===== config.mk =====
export PLATFORM = sky130hd
export DESIGN_NAME = jac1_sequencer
export DESIGN_NICKNAME = d
export VERILOG_FILES = /design/src/rtl/jac1_pkg.sv /design/src/rtl/jac1_instr_counter.sv /design/src/rtl/jac1_sequencer.sv
export SDC_FILE = /design/constraint.sdc
export NUM_CORES = 1
export LEC_CHECK = 0
export CORE_ASPECT_RATIO = 1.25
export CORE_UTILIZATION = 35
export DETAILED_ROUTE_END_ITERATION = 7
export GPL_TIMING_DRIVEN = 0
export HOLD_SLACK_MARGIN = 0.08
export PLACE_DENSITY = 0.67
export SLEW_MARGIN = 20
export SYNTH_ARGS = -nofsm -noshare
export SYNTH_HDL_FRONTEND = slang
export SYNTH_SLANG_ARGS = --single-unit

===== constraint.sdc =====
create_clock -name clk -period 1.76 [get_ports clk]
set_input_delay 0.176 -clock clk [delete_from_list [all_inputs] [get_ports clk]]
set_output_delay 0.176 -clock clk [all_outputs]
set_load 0.02 [all_outputs]

===== src/rtl/jac1_pkg.sv =====
// jac1_pkg: shared state encodings and width defaults for the jac1 sequencer
package jac1_pkg;
  typedef logic [2:0] state_t;
  localparam state_t IDLE      = 3'd0;
  localparam state_t FETCH     = 3'd1;
  localparam state_t WAIT_MEM  = 3'd2;
  localparam state_t DECODE    = 3'd3;
  localparam state_t EXECUTE   = 3'd4;
  localparam state_t WRITEBACK = 3'd5;
  localparam state_t HALT      = 3'd6;
  localparam int CNT_WIDTH_DEF = 8;
  localparam int PC_WIDTH_DEF  = 8;
endpackage


===== src/rtl/jac1_instr_counter.sv =====
// jac1_instr_counter: saturating up-counter (clk, res_n async low, en in; cnt out)
module jac1_instr_counter #(
  parameter int W = 8
) (
  input  logic         clk,
  input  logic         res_n,
  input  logic         en,
  output logic [W-1:0] cnt
);
  always_ff @(posedge clk or negedge res_n)
    if (!res_n) cnt <= '0;
    else if (en && !(&cnt)) cnt <= cnt + W'(1);
endmodule


===== src/rtl/jac1_sequencer.sv =====
// jac1_sequencer: Moore fetch/decode/execute/writeback sequencer (clk, res_n, run, step_req, mem_ready, halt_op, branch_taken, clr_halt in; mem_req, ir_ld, rd_en, reg_wr_en, stat_wr_en, pc_inc, pc_ld, busy, halted, state, instr_cnt out); JAC1_SINGLE_STEP_EN enables step_req
module jac1_sequencer
  import jac1_pkg::*;
#(
  parameter int PC_WIDTH  = PC_WIDTH_DEF,
  parameter int CNT_WIDTH = CNT_WIDTH_DEF
) (
  input  logic                 clk,
  input  logic                 res_n,
  input  logic                 run,
  input  logic                 step_req,
  input  logic                 mem_ready,
  input  logic                 halt_op,
  input  logic                 branch_taken,
  input  logic                 clr_halt,
  output logic                 mem_req,
  output logic                 ir_ld,
  output logic                 rd_en,
  output logic                 reg_wr_en,
  output logic                 stat_wr_en,
  output logic                 pc_inc,
  output logic                 pc_ld,
  output logic                 busy,
  output logic                 halted,
  output logic [2:0]           state,
  output logic [CNT_WIDTH-1:0] instr_cnt
);
  logic [2:0] nxt;
  logic br_q, step_q, go_step;
`ifdef JAC1_SINGLE_STEP_EN
  assign go_step = step_req && !run;
`else
  logic unused_step;
  assign unused_step = step_req;
  assign go_step = 1'b0;
`endif
  always_comb begin
    nxt = state == IDLE      ? ((run || go_step) ? FETCH : IDLE) :
          state == FETCH     ? (mem_ready ? DECODE : WAIT_MEM) :
          state == WAIT_MEM  ? (mem_ready ? DECODE : WAIT_MEM) :
          state == DECODE    ? (halt_op ? HALT : EXECUTE) :
          state == EXECUTE   ? WRITEBACK :
          state == WRITEBACK ? ((run && !step_q) ? FETCH : IDLE) :
          state == HALT      ? (clr_halt ? IDLE : HALT) : IDLE;
  end
  always_ff @(posedge clk or negedge res_n)
    if (!res_n) begin
      state  <= IDLE;
      br_q   <= 1'b0;
      step_q <= 1'b0;
    end else begin
      state  <= nxt;
      br_q   <= state == EXECUTE ? branch_taken : br_q;
      step_q <= state == IDLE ? go_step : step_q;
    end
  assign mem_req    = state == FETCH || state == WAIT_MEM;
  assign ir_ld      = state == DECODE;
  assign rd_en      = state == DECODE || state == EXECUTE;
  assign reg_wr_en  = state == WRITEBACK;
  assign stat_wr_en = state == WRITEBACK;
  assign pc_inc     = state == WRITEBACK && !br_q;
  assign pc_ld      = state == WRITEBACK && br_q;
  assign busy       = state != IDLE && state != HALT && PC_WIDTH > 0;
  assign halted     = state == HALT;
  jac1_instr_counter #(.W(CNT_WIDTH)) u_cnt (
    .clk  (clk),
    .res_n(res_n),
    .en   (state == WRITEBACK),
    .cnt  (instr_cnt)
  );
endmodule


==> out/results.tsv <==
metric	value	unit
status	finished clean	
place.gp.congestion	0.7522	
htreeDepth	1	
p_leak	0.5121	nW
worstPathArrival	1.52	ns
worst_slew_pin_slew	0.5422	ns
viasPerCell	5.408	
cts_sinks	12	
crit_required	1.58	ns
power.share.clock	14.1	%
grt_overflow	0	
antenna_left	0	
ys_seq_elements	12	
hold_violations	0	
worstSkewPairLatency	0.28	ns
post-route-min-period	1.694	ns
r2r_start	state[1]$_DFF_PN0_	
via_count	649	
nets	111	
cts-root-buf	clkbuf_4	
crit_path_start_kind	register	
seq_power_share	28.7	%
antenna_found_initial	0	
layout-drive-gt1-share	22.77	%
power	1.565	mW
clk_path_buf_depth	2	
initial_core_util	38.61	%
drtIter0Drc	13	
wl_per_cell	12.92	microns
synthCells	68	
die_height	52.52	microns
crit_fanout	10	
crit_path_end_kind	primary output	
n_antenna_cell	0	
synthFlopType	dfrtp_1	
path_clk_slew	0.08	ns
grt_pass1_wl	2.594	mm
io_buffers	26	
ioPinCount	28	
clock_skew	0.004376	ns
syn2layout_area_growth	47.81	%
synth_cell_types	35	
dpl_cell_area	998.5	sq um
yosys_warnings	0	
hold_ws	0.2462	ns
internal-power	917.1	uW
cts_tree	built	
startpoint	state[1]$_DFF_PN0_	
numCtsBuffers	3	
path_cells	buf_6 -> nand3b_4 -> inv_6 -> and2_1 -> clkdlybuf4s15_2	
postLayoutCellArea	1056	sq um
p_switching	648.0	uW
drv_slew	0	
synth_edf_count	0	
avgSynthCellArea	10.51	sq um
grt_pass1_vias	583	
p_per_area	1482	nW/um^2
slowest_delay	0.40	ns
synth_nets	77	
min_path_type	in -> async	
setup_viol	0	
final_cells	120	
synth-seq-area-share	42.03	%
route.detailed.drc	0	
worstSetupPathType	reg -> out	
synth_area	714.4	sq um
swShare	41.40	%
final_util	57.07	%
cp_slowest_cell	dfrtp_1	
dp_cells	113	
core-area	1851	sq um
grt_max_degree	13	
final_common_cell	clkdlybuf4s50_1	
final_cell_mix	17 x clkdlybuf4s50_1, 12 x dfrtp_1, 6 x buf_4, 6 x dlygate4sd2_1	
postCtsHoldBufs	0	
max-slew-margin-rel	63.74	%
first_pass_iters	4	
rows	17	
grtUsageTotal	15.93	%
comb_power_share	57.2	%
finalCritPeriodShare	96.27	%
async_flop_share	100.0	%
cap_violations	0	
dieWidth	42.41	microns
wl	1.550	mm
die-area	2227	sq um
fmax	590.2	MHz
irDropWorstVdd	1.029	mV
dp_hpwl	1.130	mm
[area by class of cell]
type | count | area (sq um)
fillers | 172 | 794.5
multi-input cells | 49 | 379.1
plain buffers | 4 | 33.78
inverters | 3 | 16.27
repair buffers | 29 | 266.5
clock buffers | 4 | 36.28
well taps | 19 | 23.77
flip-flops and latches | 12 | 300.3
[worst paths after layout]
path / cells past startpoint / slack [ns] / to
max in group asynchronous: 1 / 1.15 / u_cnt.cnt[2]$_DFFE_PN0P_
hold / removal: 1 / 0.25 / u_cnt.cnt[4]$_DFFE_PN0P_
setup / recovery: 5 / 0.07 / pc_ld
setup reg to reg: 5 / 0.10 / u_cnt.cnt[7]$_DFFE_PN0P_
hold reg to reg: 1 / 0.54 / br_q$_DFFE_PN0N_
min in group clk: 2 / 0.51 / state[1]$_DFF_PN0_
[sequential cells by signal (all words and copies together) (netlist names)]
register and flops:
br_q 1, state 3, u_cnt.cnt 8
[metrics by stage]
stage / worst slack [ns] / TNS, ns
global route: -0.01338 / -0.01338
global placement: -0.1589 / -0.1605
CTS: 0.0008886 / 0
detailed placement: -0.1653 / -0.1727
floorplan: 0.1666 / 0
finish: 0.06570 / 0
[repair_timing]
item | in CTS | in global routing
pin swaps | 0 | 0
gates resized for setup | 18 | 3
setup buffers | 0 | 3
endpoints found under the setup margin | 9 | 3
hold endpoints to repair | 0 | 0
[metal layers]
layer	share of wire (%)	track usage, %	vias up
met4	3.0	10.94	0
met3	6.6	3.793	5
met1	39	16.45	306
li1	-	-	312
met2	51	28.21	26
met5	0	0	-
[power by group through the flow]
stage          Combinational, mW  Sequential, mW  Clock [mW]
6_report                   0.895           0.449       0.221
5_1_grt                    0.962           0.460       0.248
2_1_floorplan              0.483           0.517           0
4_1_cts                    0.889           0.449       0.227
3_3_place_gp               0.919           0.448           0
3_5_place_dp               0.928           0.452           0
[Yosys cell counts, types with 2 or more instances]
cell      number  share of area, %
nand2_1        4               2.1
dfrtp_1       12                42
a21o_1         3               3.2
xnor2_1        3               3.7
and3b_1        2               2.5
mux2_2         5               7.9
nor2_1         5               2.6
buf_2          2               1.4
nand3_1        2               1.4
nand2b_1       3               2.6
nand4_1        2               1.8
inv_1          2               1.1
[critical path, delay by kind of cell (launching register included)]
family,cells,cell delay (ns)
flip-flops,1,0.40
buffers and inverters,3,0.51
AND/OR/NAND/NOR,2,0.33
[logic make-up after synthesis]
logic type | share of synthesized area (%)
buffers and inverters | 5.604
DFF | 42.03
xor gates and xnor gates | 4.905
and+or+nand+nor | 25.92
muxes | 7.880
adders and majority gates | 1.751
AOI/OAI and AO/OA | 11.91
Power figures use the tool's default switching activity.
